<file path="src/rtl/alu_seq_wide.sv">
`default_nettype none
// ============================================================================
// Module   : alu_seq_wide
// Purpose  : Byte-serial sequential ALU. Operands A and B and a 3-bit opcode
//            are shifted in one byte at a time. A start command runs one
//            operation: single-cycle ADD/SUB/logic/shift ops, or an
//            iterative shift-add multiply that takes WIDTH cycles. The result
//            is read back one byte at a time through a read pointer.
// Ports    : clk      - single clock, rising edge
//            rst_n    - synchronous active-low reset
//            ena      - clock enable, low freezes all state
//            ui_in    - data byte for operand/opcode loads
//            uio_in   - [0] load, [2:1] target (A/B/OP/read-advance), [3] start
//            uo_out   - result byte selected by the read pointer
//            uio_out  - [4] busy, [5] done, [6] carry, [7] overflow
//            uio_oe   - constant 8'hF0 (upper nibble driven)
// Revision : 1.0 - initial release
// ============================================================================
module alu_seq_wide #(
    parameter int WIDTH = 16
) (
    input  logic       clk,
    input  logic       rst_n,
    input  logic       ena,
    input  logic [7:0] ui_in,
    input  logic [7:0] uio_in,
    output logic [7:0] uo_out,
    output logic [7:0] uio_out,
    output logic [7:0] uio_oe
);

    localparam int NBYTES = WIDTH / 8;
    localparam int SHW    = $clog2(WIDTH);
    localparam int PTRW   = (NBYTES > 1) ? $clog2(NBYTES) : 1;
    localparam int CNTW   = SHW;

    localparam logic [1:0] c_st_idle = 2'd0;
    localparam logic [1:0] c_st_exec = 2'd1;
    localparam logic [1:0] c_st_done = 2'd2;

    localparam logic [2:0] c_op_add = 3'b000;
    localparam logic [2:0] c_op_sub = 3'b001;
    localparam logic [2:0] c_op_and = 3'b010;
    localparam logic [2:0] c_op_or  = 3'b011;
    localparam logic [2:0] c_op_xor = 3'b100;
    localparam logic [2:0] c_op_shl = 3'b101;
    localparam logic [2:0] c_op_shr = 3'b110;
    localparam logic [2:0] c_op_mul = 3'b111;

    localparam logic [1:0] c_tgt_a   = 2'b00;
    localparam logic [1:0] c_tgt_b   = 2'b01;
    localparam logic [1:0] c_tgt_op  = 2'b10;
    localparam logic [1:0] c_tgt_adv = 2'b11;

    localparam logic [PTRW-1:0] c_ptr_last = PTRW'(NBYTES - 1);
    localparam logic [CNTW-1:0] c_cnt_last = CNTW'(WIDTH - 1);

    logic [1:0]         r_state;
    logic [WIDTH-1:0]   r_a;
    logic [WIDTH-1:0]   r_b;
    logic [2:0]         r_op;
    logic [WIDTH-1:0]   r_r;
    logic               r_carry;
    logic               r_ovf;
    logic [PTRW-1:0]    r_ptr;
    logic [CNTW-1:0]    r_cnt;
    logic [2*WIDTH-1:0] r_acc;

    logic               w_load;
    logic [1:0]         w_tgt;
    logic               w_start;
    logic [3:0]         w_unused_ctrl;
    logic [SHW-1:0]     w_shamt;
    logic [WIDTH:0]     w_add;
    logic [WIDTH:0]     w_sub;
    logic [WIDTH:0]     w_mul_sum;
    logic [2*WIDTH-1:0] w_acc_next;
    logic [WIDTH-1:0]   w_res;
    logic               w_c;
    logic               w_v;

    assign w_load        = uio_in[0];
    assign w_tgt         = uio_in[2:1];
    assign w_start       = uio_in[3];
    assign w_unused_ctrl = uio_in[7:4];
    assign w_shamt       = r_b[SHW-1:0];

    assign w_add = {1'b0, r_a} + {1'b0, r_b};
    assign w_sub = {1'b0, r_a} - {1'b0, r_b};

    // Multiply step: the low half of the accumulator holds the remaining
    // multiplier bits (LSB first). Add A into the upper half when the current
    // multiplier bit is set, then shift the whole accumulator right by one.
    // The extra sum bit becomes the new MSB, so nothing is lost.
    assign w_mul_sum  = {1'b0, r_acc[2*WIDTH-1:WIDTH]} + (r_acc[0] ? {1'b0, r_a} : '0);
    assign w_acc_next = {w_mul_sum, r_acc[WIDTH-1:1]};

    // Single-cycle operations
    always_comb begin
        w_res = '0;
        w_c   = 1'b0;
        w_v   = 1'b0;
        case (r_op)
            c_op_add: begin
                w_res = w_add[WIDTH-1:0];
                w_c   = w_add[WIDTH];
                w_v   = (r_a[WIDTH-1] == r_b[WIDTH-1]) && (w_add[WIDTH-1] != r_a[WIDTH-1]);
            end
            c_op_sub: begin
                w_res = w_sub[WIDTH-1:0];
                w_c   = w_sub[WIDTH];  // borrow
                w_v   = (r_a[WIDTH-1] != r_b[WIDTH-1]) && (w_sub[WIDTH-1] != r_a[WIDTH-1]);
            end
            c_op_and: w_res = r_a & r_b;
            c_op_or:  w_res = r_a | r_b;
            c_op_xor: w_res = r_a ^ r_b;
            // Amounts >= WIDTH (possible when WIDTH is not a power of two)
            // shift everything out and give zero.
            c_op_shl: w_res = r_a << w_shamt;
            c_op_shr: w_res = r_a >> w_shamt;
            default:  w_res = '0;
        endcase
    end

    always_ff @(posedge clk) begin
        if (!rst_n) begin
            r_state <= c_st_idle;
            r_a     <= '0;
            r_b     <= '0;
            r_op    <= c_op_add;
            r_r     <= '0;
            r_carry <= 1'b0;
            r_ovf   <= 1'b0;
            r_ptr   <= '0;
            r_cnt   <= '0;
            r_acc   <= '0;
        end else if (ena) begin
            case (r_state)
                c_st_idle, c_st_done: begin
                    // A load in the same cycle as start wins; start is dropped.
                    if (w_load) begin
                        case (w_tgt)
                            c_tgt_a:  r_a  <= {ui_in, r_a[WIDTH-1:8]};
                            c_tgt_b:  r_b  <= {ui_in, r_b[WIDTH-1:8]};
                            c_tgt_op: r_op <= ui_in[2:0];
                            c_tgt_adv: begin
                                if (r_state == c_st_done) begin
                                    r_ptr <= (r_ptr == c_ptr_last) ? '0 : r_ptr + 1'b1;
                                end
                            end
                            default: ;
                        endcase
                    end else if (w_start) begin
                        r_state <= c_st_exec;
                        r_cnt   <= '0;
                        r_acc   <= {{WIDTH{1'b0}}, r_b};
                    end
                end
                c_st_exec: begin
                    if (r_op == c_op_mul) begin
                        r_acc <= w_acc_next;
                        r_cnt <= r_cnt + 1'b1;
                        if (r_cnt == c_cnt_last) begin
                            r_r     <= w_acc_next[WIDTH-1:0];
                            r_carry <= 1'b0;
                            r_ovf   <= |w_acc_next[2*WIDTH-1:WIDTH];
                            r_ptr   <= '0;
                            r_state <= c_st_done;
                        end
                    end else begin
                        r_r     <= w_res;
                        r_carry <= w_c;
                        r_ovf   <= w_v;
                        r_ptr   <= '0;
                        r_state <= c_st_done;
                    end
                end
                default: r_state <= c_st_idle;
            endcase
        end
    end

    assign uo_out  = r_r[{r_ptr, 3'b000} +: 8];
    assign uio_out = {r_ovf, r_carry, (r_state == c_st_done), (r_state == c_st_exec), 4'b0000};
    assign uio_oe  = 8'hF0;

endmodule
`default_nettype wire

</file>
<file path="config.mk">
export PLATFORM = sky130hd
export DESIGN_NAME = alu_seq_wide
export DESIGN_NICKNAME = d
export VERILOG_FILES = /design/src/rtl/alu_seq_wide.sv
export SDC_FILE = /design/constraint.sdc
export NUM_CORES = 1
export LEC_CHECK = 0
export CORE_MARGIN = 2
export CORE_UTILIZATION = 63
export CTS_BUF_LIST = sky130_fd_sc_hd__clkbuf_8
export CTS_CLUSTER_DIAMETER = 60
export DETAILED_ROUTE_END_ITERATION = 16
export GPL_TIMING_DRIVEN = 0
export PLACE_DENSITY_LB_ADDON = 0.08
export SLEW_MARGIN = 30
export SYNTH_ARGS = -nofsm -noshare
export SYNTH_HDL_FRONTEND = slang
export SYNTH_SLANG_ARGS = --single-unit
</file>
<file path="constraint.sdc">
create_clock -name clk -period 4.6 [get_ports clk]
set_input_delay 0.69 -clock clk [delete_from_list [all_inputs] [get_ports clk]]
set_output_delay 0.69 -clock clk [all_outputs]
set_load 0.03 [all_outputs]
</file>
# Word level (Yosys, flattened, before mapping)
# Cells that the tools add are included.
[op_classes]
n_addsub = 5
n_reduce_logical = 15
muxes = 29
shift = 3
n_eq_ne = 25
bitwise_logic = 3
[op_table]
columns = ["cell", "n"]
rows = [
  ["16-bit one-hot mux with 7 select lines", 1],
  ["32-bit two-way mux", 3],
  ["32-bit one-hot mux with 2 select lines", 1],
  ["16-bit two-way mux", 3],
  ["16-bit by 16-bit adder with 17-bit output", 2],
  ["16-bit by 16-bit subtractor with 17-bit output", 1],
  ["16-bit bitwise AND", 1],
  ["16-bit bitwise OR", 1],
  ["4-bit AND reduction", 4],
  ["16-bit OR reduction", 1],
  ["16-bit by 5-bit variable part select with 8-bit output", 1],
  ["16-bit by 4-bit << shifter with 16-bit output", 1],
  ["16-bit by 4-bit >> shifter with 16-bit output", 1],
  ["16-bit bitwise XOR", 1],
  ["3-bit equality test, second input constant", 4],
  ["4-bit two-way mux", 3],
  ["1-bit two-way mux", 9],
  ["2-bit two-way mux", 4],
  ["2-bit inequality test, second input constant", 4],
  ["4-bit one-hot mux with 2 select lines", 1],
  ["2-bit equality test, second input constant", 3],
  ["3-bit by 2-bit equality test with 1-bit output, second input constant", 2],
  ["2-bit by 1-bit inequality test with 1-bit output, second input constant", 3],
  ["1-bit one-hot mux with 2 select lines", 3],
  ["other kinds (17)", 22],
]
[totals]
inputBits = 19
wordCells = 90
register_bits = 92
out_inout_bits = 24

# Depth between registers and ports, before layout
[depth]
ltp_word = 6
mapped_depth = 12
depth_no_buf = 12

# Worst setup path after synthesis
# Ideal clock, no wire load.
[synth_timing]
kind = "reg2reg"
from = "register r_acc[0]"
to = "register r_ovf"
slack_ns = 1.363
synth_period_minus_slack_ns = 3.237
arrival_ns = 3.095
stages_incl_launch_ff = 13
setup_time_ns = 0.142
cell_sequence = "dfxtp_1 > clkbuf_1 > and2_1 > ha_1 > fa_1 > a21o_2 > a211oi_1 > o221ai_1 > a2111oi_2 > nand4_1 > or4_1 > o31ai_2 > a41oi_1"
[synth_between]
elab_chain_cells = 5
[synth_lines]
columns = ["item", "line", "text"]
rows = [
  ["from (decl)", "67", "logic [2*WIDTH-1:0] r_acc;"],
  ["from (signal assigned)", "156", "r_acc <= {{WIDTH{1'b0}}, r_b};"],
  ["from (signal assigned)", "161", "r_acc <= w_acc_next;"],
  ["16-bit two-way mux", "95", "assign w_mul_sum = {1'b0, r_acc[2*WIDTH-1:WIDTH]} + (r_acc[0] ? {1'b0, r_a} : '0);"],
  ["16-bit by 16-bit adder with 17-bit output", "95", ""],
  ["16-bit OR reduction", "166", "r_ovf <= |w_acc_next[2*WIDTH-1:WIDTH];"],
  ["1-bit two-way mux", "163", "if (r_cnt == c_cnt_last) begin"],
  ["1-bit two-way mux", "160", "if (r_op == c_op_mul) begin"],
  ["to (signal assigned)", "166", ""],
  ["to (signal assigned)", "173", "r_ovf <= w_v;"],
  ["to (decl)", "64", "logic r_ovf;"],
]
# Every way passes these cells. The select of a mux whose other input is x is not followed.
# A chain may end at the register's enable or synchronous reset.

# Final worst setup path
# Same ends and word-level chain as after synthesis.

==> Flow_metrics.wiki <==
{| class="wikitable"
! Metric !! Value
|-
| Met3 WL post-DR || 4.06 mm
|-
| Switching power total || 486 µW
|-
| Maximum number of pins on one net before global-route repair || 17
|-
| Yosys top cell area share || 0.211
|-
| TritonCTS Sinks || 92
|-
| Highest routed layer || met4
|-
| Worst slew pin tran || roughly 940 ps
|-
| Worst hold margin || 459 ps
|-
| Met2 Wirelength || 14.1 mm
|-
| Chain of cells forming the critical path || clkbuf_1 -> and2_1 -> ha_1 -> fa_1 -> a21o_2 -> a221oi_2 -> a211oi_2 -> o21ai_0 -> nand4_1 -> or4_1 -> o31ai_2 -> a41oi_1
|-
| GRT Total Usage || 0.436
|-
| Kind of cell adding the most delay to the critical path || compound AO/OA/AOI/OAI gates
|-
| Min-Delay Path Class || reg2reg
|-
| Seq pwr share || 0.492
|-
| I/O pin count || 43
|-
| H-tree depth || 3
|-
| Worst path depth || 12
|-
| Clock latency of the later-clocked register in the worst-skew pair || between 300 and 400 ps
|-
| Crit Reg-Reg Startpoint || r_acc[0]$_SDFFE_PN0P_
|-
| Final core utilization || 0.691
|-
| Via count || slightly below 10000
|-
| HPWL after detailed placement || 24.4 mm
|-
| Row cnt || 43
|-
| Routed length on met1 || ~12 mm
|-
| Setup violators final || 0
|-
| Number of antenna violations at the first check in global routing || 0
|-
| Worst Skew || around 12 ps
|-
| Logic gate share of total power || 0.137
|-
| Clock tree from TritonCTS || done
|-
| Warnings from Yosys || 0
|-
| Sequential share of the synthesized area || 0.211
|-
| Wire per inst || 23.5 µm
|-
| Global route overflow || 0
|-
| Worst reg2reg path endpoint || r_ovf$_SDFFE_PN0P_
|-
| X dimension of the die || 122 µm
|-
| Leakage dissipation || ~0.0037 µW
|-
| Worst reg2reg path depth || 12
|-
| RSZ-0062 raised after global routing || no
|-
| Setup TNS Final || 0 ps
|-
| Vias in the first global route || between 8000 and 9000
|-
| Library cell with the largest summed area after synthesis || dfxtp_1
|-
| Critical Path Start Type || flip-flop
|-
| Ratio of final minimum period to clock period || 0.887
|-
| Delay of the slowest critical-path stage || 540 ps
|-
| Last element of the critical path || r_ovf$_SDFFE_PN0P_
|-
| Area growth from synthesis to layout || 8.54%
|-
| Path type of the worst setup path || reg2reg
|-
| Remaining antenna violation count after routing || 0
|-
| Maximum VDD drop || around 240 µV
|-
| Biggest area contributors in the synthesized netlist || dfxtp_1, ha_1, a21oi_1, nand2_1, mux2i_1
|-
| Critical Path Start || r_acc[0]$_SDFFE_PN0P_
|-
| PostCTS Resize Cnt || 0
|-
| Gate count after technology mapping || between 1000 and 1500
|-
| Status || complete, no violations
|-
| Core ar. || between 10000 and 15000 µm²
|-
| #FFs+latches synth || slightly above 90
|-
| Worst max-slew margin expressed relative to the limit || 0.368
|-
| Post-synth EDFFs || 0
|-
| Mean post-synth cell area || approximately 7.6 µm²
|-
| Critical path required time || just under 5000 ps
|-
| Min Tclk post-route || 4080 ps
|-
| Die Span Y || 122 µm
|-
| Power Density || ~180 nW/µm²
|-
| Net switching fraction of the power || 0.287
|-
| Cell with the largest stage delay on the worst path || or4_1
|-
| Cell area after synthesis || 8730 µm²
|-
| Setup crit end kind || flip-flop
|-
| Final Max Slew Viols || 0
|-
| Share of layout cells above drive strength 1 || 0.0682
|-
| Clock root cell || clkbuf_8
|-
| Number of CTS-inserted buffers || 9
|-
| DRC marker count from the first detailed-route iteration || 1555
|-
| Internal power || between 1000 and 1500 µW
|-
| Effective utilization at floorplan || 0.636
|-
| Net count, final || approximately 1300
|-
| Count of max-cap constraint violations || 0
|-
| Final antenna diode count || 0
|-
| Number of filler cells placed in the layout || between 1000 and 1500
|-
| Relative contribution of the clock network to total power || 0.372
|-
| CTS hold repair buffers || 0
|-
| Clock slew at the register clock pins of the worst setup and hold paths || ~100 ps
|-
| DR DRC count || 0
|-
| Maximum clock path buffer count || 2
|-
| Total count of hold-check failures in the final report || 0
|-
| HP Start || r_r[4]$_SDFFE_PN0P_
|-
| Number of buffers inserted by post-CTS setup repair || 0
|-
| Primary FF master, synth || dfxtp_1
|-
| Pre-CTS setup slack || approximately 600 ps
|-
| Via density || between 7 and 8
|-
| Maximum fanout along the worst path || 10
|-
| Async set-reset flop share out of synthesis || 0
|-
| Wire length after detailed routing || 32.5 mm
|-
| Final weighted congestion in routability-driven placement || around 0.99
|-
| Buffer and inverter count on the worst path || 1
|-
| Area of the die || 14800 µm²
|-
| Data arrival time at the worst-slack endpoint || approximately 4300 ps
|-
| Slack of the worst reg-to-reg path || 520 ps
|-
| Count of different cell masters after synthesis || 86
|-
| Post-route worst setup slack || between 500 and 600 ps
|-
| Global-route wire length before repair || about 49 mm
|-
| Maximum clock frequency || 245 MHz
|-
| Port Buffer Count || 25
|-
| Pre-antenna DRT Iters || 7
|}
## flip-flops by register name, summed over array words and instances (netlist names)
signal and flops:
r_op 3, r_cnt 4, r_b 16, r_state 2
r_acc 32, r_ovf 1, r_a 16, r_carry 1
r_ptr 1, r_r 16
## worst min-delay path by stage
stage	cells past startpoint	endpoint
detailed placement	2	r_r[3]$_SDFFE_PN0P_
floorplan	2	r_r[0]$_SDFFE_PN0P_
CTS	2	r_r[3]$_SDFFE_PN0P_
finish	2	r_r[4]$_SDFFE_PN0P_
global route	2	r_r[4]$_SDFFE_PN0P_
global placement	2	r_r[0]$_SDFFE_PN0P_
## cell usage in the layout, fill, tap and decap left out, types with 8 or more instances in the layout
| master | instances |
|---|---|
| o211a_1 | 18 |
| a31oi_1 | 10 |
| o21ai_0 | 53 |
| mux2i_1 | 32 |
| clkdlybuf4s50_1 | 25 |
| a21o_1 | 12 |
| a22oi_1 | 15 |
| a211oi_1 | 17 |
| nand2_1 | 116 |
| dfxtp_1 | 92 |
| a21boi_0 | 8 |
| inv_1 | 48 |
| nor2_1 | 78 |
| and2_1 | 31 |
| a21oi_1 | 91 |
| xnor2_1 | 13 |
| ha_1 | 69 |
| conb_1 | 12 |
| clkbuf_8 | 11 |
| buf_4 | 14 |
| o21ai_1 | 14 |
| nand3_1 | 31 |
| nand2b_1 | 10 |
| or3_1 | 12 |
| o22ai_1 | 9 |
| nor2b_1 | 32 |
| clkbuf_1 | 65 |
| nor3_1 | 34 |
| mux2_2 | 14 |
| a21boi_1 | 22 |
| o211ai_1 | 29 |
| o221ai_1 | 9 |
| a221oi_1 | 8 |
## final cells by class
class	instances	area, µm²	share of cell area
buffer	93	458	0.0483
clock buffer	9	124	0.0131
clock inverter	7	98.8	0.0104
inverter	55	206	0.0218
multi-input combinational	922	6270	0.662
sequential	92	1840	0.194
tap	180	225	0.0238
timing repair buffer	25	250	0.0264
## per-stage QoR
stage               instance area [µm²]  instances  total power, µW
floorplan                          8770       1162              990
global placement                   9240       1367             1060
detailed placement                 9250       1367             1070
CTS                                9470       1383             1670
global route                       9480       1383             1720
finish                             9480       1383             1690
## synthesized netlist by cell type (15+ instances only)
cell type / n
a211oi_1: 17
a21boi_1: 22
a21oi_1: 91
a22oi_1: 15
and2_1: 31
clkbuf_1: 65
dfxtp_1: 92
ha_1: 69
inv_1: 47
mux2i_1: 32
nand2_1: 116
nand3_1: 31
nor2_1: 78
nor2b_1: 32
nor3_1: 35
o211a_1: 18
o211ai_1: 29
o21ai_0: 53
## metal layers
layer | vias up | GRT usage
met5 | - | 0
met4 | 0 | 0.236
met3 | 116 | 0.0941
met2 | 764 | 0.673
met1 | 4543 | 0.568
li1 | 4268 | -
## power by group through the flow
stage | Clock [µW] | Sequential, µW | Combinational [µW]
floorplan | 0 | 838 | 152
global placement | 0 | 846 | 219
detailed placement | 0 | 847 | 219
CTS | 617 | 828 | 221
global route | 646 | 831 | 242
finish | 628 | 831 | 231
## logic make-up after synthesis
kind of cell | share of synthesized area
AND/OR/NAND/NOR | 0.214
multiplexers | 0.0741
AO/OA/AOI/OAI | 0.301
other | 0.000860
buffers and inverters | 0.0761
XOR/XNOR | 0.0171
flip-flops | 0.211
adder cells (fa/ha/maj) | 0.106
## worst reg2reg max path: stages (launching register included)
cell and delay [ps]:
dfxtp_1 390, clkbuf_1 240, and2_1 200, ha_1 220, fa_1 470, a21o_2 250
a221oi_2 380, a211oi_2 180, o21ai_0 360, nand4_1 160, or4_1 540, o31ai_2 390
a41oi_1 180
No activity file was read; power rests on OpenSTA's default activity.
